==> config.mk <==
export PLATFORM = sky130hd
export DESIGN_NAME = pipelined_core_p
export DESIGN_NICKNAME = d
export VERILOG_FILES = /design/src/rtl/pipelined_core_pkg.sv /design/src/rtl/core_regfile_p.sv /design/src/rtl/pipelined_core_p.sv
export SDC_FILE = /design/constraint.sdc
export NUM_CORES = 1
export LEC_CHECK = 0
export ABC_AREA = 1
export CAP_MARGIN = 0
export CORE_AREA = 3 3 226 228
export DETAILED_ROUTE_END_ITERATION = 16
export DIE_AREA = 0 0 229 231
export PLACE_DENSITY = 0.79
export SETUP_SLACK_MARGIN = 0.1
export SLEW_MARGIN = 20
export SYNTH_ARGS = -nofsm -noshare
export SYNTH_HDL_FRONTEND = slang
export SYNTH_SLANG_ARGS = --single-unit
export TNS_END_PERCENT = 30
==> constraint.sdc <==
create_clock -name clk -period 3.61 [get_ports clk]
set_input_delay 0.9025 -clock clk [delete_from_list [all_inputs] [get_ports clk]]
set_output_delay 0.9025 -clock clk [all_outputs]
set_load 0.05 [all_outputs]
==> src/rtl/pipelined_core_pkg.sv <==
// Shared opcodes and instruction field helpers for pipelined_core_p.
// Helpers take a zero-extended word and the register address width.
package pipelined_core_pkg;

  localparam int RA_MAX = 8;
  localparam int IW_MAX = 2 + 2*RA_MAX;

  typedef logic [IW_MAX-1:0] word_t;

  localparam logic [1:0] OP_ADD = 2'b00;
  localparam logic [1:0] OP_SLL = 2'b01;
  localparam logic [1:0] OP_NOP = 2'b10;
  localparam logic [1:0] OP_JMP = 2'b11;

  function automatic logic [1:0] f_op(
    input word_t w,
    input int ra
  );
    return 2'(w >> (2*ra));
  endfunction

  function automatic logic [RA_MAX-1:0] f_rd(
    input word_t w,
    input int ra
  );
    word_t m;
    m = (word_t'(1) << ra) - word_t'(1);
    return RA_MAX'((w >> ra) & m);
  endfunction

  function automatic logic [RA_MAX-1:0] f_rs(
    input word_t w,
    input int ra
  );
    word_t m;
    m = (word_t'(1) << ra) - word_t'(1);
    return RA_MAX'(w & m);
  endfunction

  // NOP word: op=10 with rd=rs=0
  function automatic word_t f_nop(input int ra);
    return word_t'(OP_NOP) << (2*ra);
  endfunction

endpackage

==> src/rtl/core_regfile_p.sv <==
// 2R+1W register file, async reset to R[i]=i, write-through on A/B.
// Ports: we/waddr/wdata write; raddr_a/b bypassed reads; dbg_* raw read.
module core_regfile_p
  import pipelined_core_pkg::*;
#(
  parameter int DW = 8,
  parameter int RA = 3
) (
  input  logic          clk,
  input  logic          reset,
  input  logic          we,
  input  logic [RA-1:0] waddr,
  input  logic [DW-1:0] wdata,
  input  logic [RA-1:0] raddr_a,
  input  logic [RA-1:0] raddr_b,
  output logic [DW-1:0] rdata_a,
  output logic [DW-1:0] rdata_b,
  input  logic [RA-1:0] dbg_raddr,
  output logic [DW-1:0] dbg_rdata
);

  logic [DW-1:0] regs [2**RA];

  always_ff @(posedge clk or negedge reset) begin
    if (!reset) begin
      for (int i = 0; i < 2**RA; i++)
        regs[i] <= DW'(i);
    end else if (we) begin
      regs[waddr] <= wdata;
    end
  end

  // a WB write in flight is visible to the ID read in the same cycle
  assign rdata_a = (we && waddr == raddr_a)
                 ? wdata : regs[raddr_a];
  assign rdata_b = (we && waddr == raddr_b)
                 ? wdata : regs[raddr_b];

  assign dbg_rdata = regs[dbg_raddr];

endmodule

==> src/rtl/pipelined_core_p.sv <==
// IF/ID/EX/WB core: ADD, SLL, NOP, JMP with loadable imem and run stall.
// Ports: run, imem_*, dbg_* in; pc, retire_*, halted out.
module pipelined_core_p
  import pipelined_core_pkg::*;
#(
  parameter  int DW     = 8,
  parameter  int RA     = 3,
  parameter  int IDEPTH = 64,
  localparam int PW     = $clog2(IDEPTH),
  localparam int IW     = 2 + 2*RA
) (
  input  logic          clk,
  input  logic          reset,
  input  logic          run,
  input  logic          imem_we,
  input  logic [PW-1:0] imem_addr,
  input  logic [IW-1:0] imem_wdata,
  input  logic [RA-1:0] dbg_raddr,
  output logic [DW-1:0] dbg_rdata,
  output logic [PW-1:0] pc,
  output logic          retire_valid,
  output logic [RA-1:0] retire_rd,
  output logic [DW-1:0] retire_data,
  output logic [15:0]   retire_count,
  output logic          halted
);

  localparam logic [IW-1:0] NOP_I = IW'(f_nop(RA));

  logic [IW-1:0] imem [IDEPTH];

  logic [IW-1:0] if_i;
  logic [1:0]    if_op;
  logic [RA-1:0] if_rd;
  logic [RA-1:0] if_rs;
  logic [PW-1:0] jmp_pc;
  logic [PW-1:0] next_pc;
  logic          is_jmp;
  logic          self_jmp;

  logic [IW-1:0] id_i;
  logic          id_v;
  logic [1:0]    id_op;
  logic [RA-1:0] id_rd;
  logic [RA-1:0] id_rs;
  logic [DW-1:0] rf_a;
  logic [DW-1:0] rf_b;

  logic [1:0]    ex_op;
  logic [RA-1:0] ex_rd;
  logic [RA-1:0] ex_rs;
  logic [DW-1:0] ex_a;
  logic [DW-1:0] ex_b;
  logic          ex_v;
  logic [DW-1:0] op_a;
  logic [DW-1:0] op_b;
  logic [DW-1:0] ex_res;
  logic          ex_we;

  logic          wb_we;
  logic [RA-1:0] wb_rd;
  logic [DW-1:0] wb_data;

  // imem: no reset, loader writes only while stalled
  always_ff @(posedge clk) begin
    if (imem_we && !run)
      imem[imem_addr] <= imem_wdata;
  end

  assign if_i  = imem[pc];
  assign if_op = f_op(word_t'(if_i), RA);
  assign if_rd = RA'(f_rd(word_t'(if_i), RA));
  assign if_rs = RA'(f_rs(word_t'(if_i), RA));

  // jump target replaces the low 2*RA pc bits
  if (PW > 2*RA) begin : g_jhi
    assign jmp_pc = {pc[PW-1:2*RA], if_rd, if_rs};
  end else begin : g_jlo
    logic [2*RA-1:0] tgt;
    assign tgt    = {if_rd, if_rs};
    assign jmp_pc = tgt[PW-1:0];
  end

  assign is_jmp   = (if_op == OP_JMP);
  assign self_jmp = is_jmp && (jmp_pc == pc);
  assign next_pc  = is_jmp ? jmp_pc : pc + PW'(1);

  always_ff @(posedge clk or negedge reset) begin
    if (!reset) begin
      pc     <= '0;
      halted <= 1'b0;
      id_i   <= NOP_I;
      id_v   <= 1'b0;
    end else if (run) begin
      if (!halted) begin
        pc   <= next_pc;
        id_i <= if_i;
        id_v <= 1'b1;
        if (self_jmp)
          halted <= 1'b1;
      end else begin
        id_i <= NOP_I;
        id_v <= 1'b0;
      end
    end
  end

  assign id_op = f_op(word_t'(id_i), RA);
  assign id_rd = RA'(f_rd(word_t'(id_i), RA));
  assign id_rs = RA'(f_rs(word_t'(id_i), RA));

  core_regfile_p #(
    .DW(DW),
    .RA(RA)
  ) u_rf (
    .clk      (clk),
    .reset    (reset),
    .we       (retire_valid),
    .waddr    (wb_rd),
    .wdata    (wb_data),
    .raddr_a  (id_rd),
    .raddr_b  (id_rs),
    .rdata_a  (rf_a),
    .rdata_b  (rf_b),
    .dbg_raddr(dbg_raddr),
    .dbg_rdata(dbg_rdata)
  );

  // EX operands take the WB result on an address match;
  // SLL uses rs as a shift amount, so only rd forwards.
  always_comb begin
    op_a = ex_a;
    if (wb_we && wb_rd == ex_rd)
      op_a = wb_data;
    op_b = ex_b;
    if (wb_we && ex_op == OP_ADD && wb_rd == ex_rs)
      op_b = wb_data;
    ex_res = '0;
    ex_we  = 1'b0;
    unique case (1'b1)
      (ex_op == OP_ADD): begin
        ex_res = op_a + op_b;
        ex_we  = ex_v;
      end
      (ex_op == OP_SLL): begin
        if (32'(ex_rs) >= DW)
          ex_res = '0;
        else
          ex_res = op_a << ex_rs;
        ex_we = ex_v;
      end
      default: begin
        ex_res = '0;
        ex_we  = 1'b0;
      end
    endcase
  end

  always_ff @(posedge clk or negedge reset) begin
    if (!reset) begin
      ex_op   <= OP_NOP;
      ex_rd   <= '0;
      ex_rs   <= '0;
      ex_a    <= '0;
      ex_b    <= '0;
      ex_v    <= 1'b0;
      wb_we   <= 1'b0;
      wb_rd   <= '0;
      wb_data <= '0;
    end else if (run) begin
      ex_op   <= id_op;
      ex_rd   <= id_rd;
      ex_rs   <= id_rs;
      ex_a    <= rf_a;
      ex_b    <= rf_b;
      ex_v    <= id_v;
      wb_we   <= ex_we;
      wb_rd   <= ex_we ? ex_rd : '0;
      wb_data <= ex_we ? ex_res : '0;
    end
  end

  assign retire_valid = run && wb_we;
  assign retire_rd    = wb_rd;
  assign retire_data  = wb_data;

  always_ff @(posedge clk or negedge reset) begin
    if (!reset)
      retire_count <= '0;
    else if (retire_valid && retire_count != 16'hFFFF)
      retire_count <= retire_count + 16'd1;
  end

endmodule

==> results.tsv, run 1 <==
stage	metric	value	unit
flow_run	Max Cap Violations	0	
route	drt total wl	76.6	mm
cts	clock sinks	645	
sta	total negative setup slack	0	ns
critical_path	Crit. End Element	output port	
cells_and_area	Multi-input gate area	8860	µm²
global_route	number of global-route vias before repair	21800	
sta	Final Skew	0.0359	ns
synthesis	leading area contributor after synthesis	edfxtp_1	
synthesis	Syn Area/Cell	9.95	µm²
synthesis	Yosys reg bits	645	
sta	Worst-Margin Slew	0.900	ns
sta	post-route minimum period	3.44	ns
hold_path	Hold Crit Class	input pin to async pin	
die	Core Box Area	49100	µm²
route	antenna-violating nets left	0	
synthesis	Seq/Total Area, Yosys	64.7	%
sta	final hold vios	0	
route	Routed wire per std cell	20.5	µm
synthesis	largest cells by area after synthesis	edfxtp_1 53%, dfrtp_1 10%, nand2_1 9.4%, o21ai_0 5.2%, nor2_1 5.1%	
critical_path	Worst Path Max Fanout	19	
cells_and_area	register area	18700	µm²
cts	clk buf depth	3	
critical_path	reg2reg path depth	16	
placed_design	detailed placement HPWL	48.4	mm
route	iteration-0 DRC count of the detailed router	3143	
critical_path	Worst Setup Start Kind	input pin	
die	num rows	81	
global_route	Global Route Usage Sum	28.9	%
sta	period utilization	95.2	%
die	Die Span X	229	µm
synthesis	Syn Nets	2940	
sta	FMAX	291	MHz
sta	Slew headroom	40.0	%
cells_and_area	nets	3053	
critical_path	internal reg-to-reg setup slack	0.41	ns
placed_design	Final Wtd Congestion	0.970	
critical_path	crit path kind	input pin to output port	
cells_and_area	# diodes	0	
die	Die H	231	µm
synthesis	Yosys cell types	40	
synthesis	FFs w/ async S/R, synth	20.6	%
route	DR vias	22300	
cts	Clk Latency, worst-skew pair	0.63	ns
synthesis	area share of the largest cell type after synthesis	53.1	%
synthesis	Post-Synthesis Cell Area	29000	µm²
global_route	remaining global-route overflow	0	
route	DRC violations left	0	
power	Peak VDD IR	0.511	mV
cells_and_area	commonest non-fill, non-tap cell in the layout	nand2_1	
route	1st-pass router iterations	8	
cells_and_area	# fillers	3694	
synthesis	Post-synth EDFFs	512	
outcome	status	completed	
critical_path	Worst R2R Start	ex_op[0]	
sta	RSZ-0062 raised after global routing	true	
cts	clock-pin transition on the worst setup and hold timing paths	0.06	ns
synthesis	Synth Warn #	0	
die	starting density of the core	59.0	%
sta	final setup fails	0	
die	Die Area	52900	µm²
synthesis	Mapped Cells	2909	
critical_path	CP required	2.71	ns
power	leak pwr	12.7	nW
cts	CTS tree	done	
cells_and_area	Layout area overhead	13.8	%
placed_design	PortBufs	63	
cells_and_area	fin util	67.2	%
power	Power Dens Cells	490	nW/µm²
critical_path	crit path DAT	2.53	ns
cts	cts bufs inserted	68	
cts	H-tree depth	3	
synthesis	Primary FF master, synth	edfxtp_1	
global_route	largest net degree at the start of global routing	136	
critical_path	Worst R2R End	retire_data[5]	
global_route	first-pass GRT wire length	120	mm
cts	Root Driver	clkbuf_16	
cts	Post-CTS Hold Buffers	0	
route	Via density	5.96	
global_route	initial antenna violation count	0	
cells_and_area	share of layout cells above drive strength 1	9.59	%
cells_and_area	most frequent cells in the layout	722 x nand2_1, 512 x edfxtp_1, 395 x nor2_1, 298 x o21ai_0, 282 x nand3_1	
die	I/O Pins	64	
sta	Final Slew Violations	0	
[per-layer routing]
layer	global-route usage [%]	up-vias	part of all wire (%)
met3	4.49	252	9.2
met4	14.9	0	4.9
met2	46.6	1288	47
met5	0	-	0
met1	38.5	10600	39
li1	-	10200	-
[cell usage after synthesis, types with 23 or more instances]
library cell	n
edfxtp_1	512
clkbuf_1	61
a21oi_1	101
o21ai_0	298
dfrtp_1	119
buf_2	60
o211ai_1	23
o21ai_1	26
inv_1	116
nand3_1	282
nand2_1	722
o22ai_1	24
nor2_1	395
[registers in the layout, indices dropped and copies added, names as in the netlist]
signal and flops:
u_rf.regs 64, id_v 1, retire_rd 3, id_i 8, ex_rs 3, ex_op 2, halted 1, pc 6
ex_b 8, imem 512, retire_count 16, ex_a 8, wb_we 1, retire_data 8, ex_v 1, ex_rd 3
[worst max-delay path by stage]
stage                             from            to  slack [ns]  cells past startpoint
after global routing      dbg_raddr[0]  dbg_rdata[2]        0.06                      8
after CTS                 dbg_raddr[0]  dbg_rdata[0]        0.18                      7
final                     dbg_raddr[0]  dbg_rdata[4]        0.17                      7
after global placement    dbg_raddr[1]  dbg_rdata[7]        0.10                      6
after floorplan           dbg_raddr[0]  dbg_rdata[3]        0.35                      6
after detailed placement  dbg_raddr[1]  dbg_rdata[7]        0.07                      6
[final cells by class]
cell class / instances / share of cell area [%]
Clock buffer: 91 / 5.70
Clock inverter: 34 / 0.999
Inverter: 132 / 1.54
Multi-Input combinational cell: 1971 / 26.9
Sequential cell: 645 / 56.8
Tap cell: 664 / 2.52
Timing Repair Buffer: 204 / 5.53
[power breakdown]
group | internal (mW) | total [mW] | leakage, nW | switching [mW]
sequential | 8.10 | 8.16 | 6.36 | 0.0599
clock | 3.98 | 6.90 | 1.07 | 2.92
combinational | 0.325 | 1.09 | 5.29 | 0.770
[kinds of logic after synthesis]
logic type                 count (synthesis)  share of synthesized area [%]
xor gates and xnor gates                  21                          0.635
adders and majority gates                 10                          0.458
buffers and inverters                    293                           4.74
DFF                                      645                           64.7
AOI/OAI and AO/OA                        504                           9.34
and+or+nand+nor                         1436                           20.2
[what timing repair did]
| item | CTS | global route |
|---|---|---|
| resized for setup | 1 | 1 |
| setup endpoints to repair | 2 | 8 |
| endpoints found under the hold margin | 0 | 0 |
| buffers inserted | 0 | 7 |
[worst max-delay path, cell delays in order]
cell	delay, ns
clkdlybuf4s50_1	0.55
buf_4	0.24
o21ai_0	0.11
o21ai_0	0.20
a21oi_1	0.07
a31oi_1	0.28
buf_12	0.18
[through the flow]
stage	hold WS [ns]	cell area, µm²	setup slack [ns]	instances	power [mW]
2_1_floorplan	0.448	29000	0.353	2909	8.93
3_3_place_gp	0.464	30700	0.104	3609	9.35
5_1_grt	0.328	33000	0.0617	3741	16.6
3_5_place_dp	0.472	30700	0.0732	3609	9.38
4_1_cts	0.303	32900	0.181	3734	16.2
6_report	0.294	33000	0.173	3741	16.2
(Power assumes the default switching activity.)
==> run 2: changes to the inputs <==
Settings changed: MAX_ROUTING_LAYER from default to met4.
==> run 2 against run 1 <==
Count of clock-buffer cells in the layout down 7. Routed wire length down 0.26%. Register-to-register slack worse by 0.04 ns. Final cell count about the same. Sequential power about the same. Largest power group unchanged. Highest routed layer unchanged.
==> results.tsv, run 2 (synthesized netlist as in run 1, its figures left out) <==
stage	metric	value	unit	change
power	Peak VDD IR	0.555	mV	+8.6%
sta	final setup fails	0		unchanged
placed_design	detailed placement HPWL	48.3	mm	-0.24%
cells_and_area	share of layout cells above drive strength 1	9.47	%	-0.12 points
die	Core Box Area	49100	µm²	unchanged
sta	Final Skew	0.0245	ns	-0.0114 ns
die	Die Area	52900	µm²	unchanged
die	num rows	81		unchanged
sta	Slew headroom	46.9	%	+6.9 points
cts	cts bufs inserted	68		unchanged
cells_and_area	Layout Cells excl Fill	3738		-0.080%
sta	RSZ-0062 raised after global routing	true		
critical_path	reg2reg path depth	20		+4
global_route	initial antenna violation count	0		unchanged
cells_and_area	most frequent cells in the layout	722 x nand2_1, 512 x edfxtp_1, 395 x nor2_1, 298 x o21ai_0, 282 x nand3_1		
route	iteration-0 DRC count of the detailed router	3019		-3.9%
sta	slack of the critical path	0.0554	ns	-0.117 ns
die	I/O Pins	64		unchanged
critical_path	Worst Setup Start Kind	input pin		
placed_design	pre-CTS WS	0.139	ns	+0.0662 ns
critical_path	Worst Path Max Fanout	40		+21
cells_and_area	max reg flops	512		unchanged
route	Via density	5.94		-0.35%
power	leak pwr	12.7	nW	-0.35%
cells_and_area	# fillers	3604		-2.4%
flow_run	Max Cap Violations	0		unchanged
critical_path	crit path cell chain	clkdlybuf4s50_1 -> buf_12 -> o21ai_0 -> o21ai_0 -> a21oi_1 -> a31oi_1 -> buf_12		
global_route	number of global-route vias before repair	21300		-2.2%
route	drt total wl	76.4	mm	-0.26%
outcome	status	completed		
cts	CTS tree	done		
cells_and_area	register area	18700	µm²	unchanged
critical_path	Crit. End Element	output port		
critical_path	max incr delay on CP	0.59	ns	+0.04 ns
route	DR vias	22200		-0.43%
cells_and_area	nets	3051		-0.066%
route	Routed wire per std cell	20.4	µm	-0.18%
sta	final hold vios	0		unchanged
sta	total negative setup slack	0	ns	unchanged
cts	Clk Latency, worst-skew pair	0.63	ns	about the same
cells_and_area	top flop regs	imem x512, u_rf.regs x64, retire_count x16		
die	Die Span X	229	µm	unchanged
critical_path	internal reg-to-reg setup slack	0.37	ns	-0.04 ns
placed_design	PortBufs	63		unchanged
critical_path	crit path DAT	2.65	ns	+0.12 ns
global_route	Global Route Usage Sum	29.8	%	+0.89 points
route	DRC violations left	0		unchanged
hold_path	Hold Crit Class	input pin to async pin		
cells_and_area	# diodes	0		unchanged
die	starting density of the core	59.0	%	unchanged
cts	clock sinks	645		unchanged
route	antenna-violating nets left	0		unchanged
sta	period utilization	98.5	%	+3.2 points
sta	Final Slew Violations	0		unchanged
placed_design	Final Wtd Congestion	0.985		+1.6%
cts	clk buf depth	3		unchanged
die	Die H	231	µm	unchanged
global_route	largest net degree at the start of global routing	137		+0.74%
global_route	first-pass GRT wire length	120	mm	-0.31%
critical_path	crit path kind	input pin to output port		
cts	Root Driver	clkbuf_16		
cts	clock-pin transition on the worst setup and hold timing paths	0.06	ns	about the same
power	Power Dens Cells	484	nW/µm²	-1.2%
critical_path	CP delay by family, top	buffers and inverters		
cells_and_area	Largest Register	imem		
cells_and_area	Multi-input gate area	8860	µm²	unchanged
placed_design	dpl cells	3612		+0.083%
sta	FMAX	281	MHz	-3.3%
critical_path	Worst R2R End	retire_data[6]		
cells_and_area	Layout area overhead	13.6	%	
route	1st-pass router iterations	8		unchanged
global_route	remaining global-route overflow	0		unchanged
critical_path	Slowest cell on crit path	clkdlybuf4s50_1		
critical_path	Worst R2R Start	retire_rd[2]		
cells_and_area	commonest non-fill, non-tap cell in the layout	nand2_1		
sta	post-route minimum period	3.55	ns	+0.117 ns
critical_path	Buf+Inv Stages, Crit Path	3		unchanged
sta	Worst-Margin Slew	0.795	ns	-0.105 ns
critical_path	CP required	2.71	ns	about the same
cts	H-tree depth	3		unchanged
run 2: changes by cell type in the layout (fill, tap and decap cells not counted), sizes merged:
cell and delta:
buf -1, bufinv -2, clkbuf -8, clkdlybuf4s50 +1, clkinv +9, clkinvlp +1
dlygate4sd2 -1, inv -2
run 2: power by group:
group | internal [mW] | switching, mW
combinational | 0.325 | 0.773
sequential | 8.10 | 0.0581
clock | 3.76 | 2.92
total | 12.2 | 3.75
run 2: metal layers:
layer	global-route usage [%]	part of all wire [%]
met1	38.7	39
met2	46.4	47
met3	5.42	9.1
met4	13.6	4.8
met5	-	0
run 2: worst max-delay path by stage:
| stage | startpoint | endpoint | slack (ns) | cells past startpoint |
|---|---|---|---|---|
| 3_3_place_gp | dbg_raddr[0] | dbg_rdata[7] | 0.17 | 6 |
| 6_report | dbg_raddr[0] | dbg_rdata[1] | 0.06 | 7 |
| 2_1_floorplan | dbg_raddr[0] | dbg_rdata[3] | 0.35 | 6 |
| 5_1_grt | dbg_raddr[0] | dbg_rdata[1] | 0.01 | 7 |
| 3_5_place_dp | dbg_raddr[0] | dbg_rdata[6] | 0.14 | 6 |
| 4_1_cts | dbg_raddr[0] | dbg_rdata[4] | 0.09 | 6 |
run 2: area by class of cell:
type	count	area share [%]
sequential	645	57.0
inverter	132	1.54
clock buffer	84	5.52
tap	664	2.53
timing repair buffer	202	5.54
clock inverter	40	0.970
multi-input combinational	1971	26.9
run 2: worst register-to-register path: cells and delay by family (launching register included):
kind	cells	cell delay [ns]
AOI/OAI and AO/OA	5	0.73
and+or+nand+nor	12	1.11
adders and majority gates	2	0.69
DFF	1	0.48
buffers and inverters	1	0.18
run 2: timing repair:
item                       in CTS  in global routing
hold buffers                    0                  0
setup endpoints to repair       1                  9
resized for setup               1                  0
setup buffers                   0                  2
run 2: metrics by stage:
stage | hold slack, ns | instance area, µm² | util [%] | total power [mW]
after floorplan | 0.448 | 29000 | - | 8.93
after global placement | 0.468 | 30700 | 62.6 | 9.35
after detailed placement | 0.469 | 30700 | 62.6 | 9.38
after CTS | 0.309 | 32900 | 67.0 | 16.0
after global routing | 0.340 | 32900 | 67.0 | 16.4
final | 0.285 | 32900 | 67.0 | 15.9
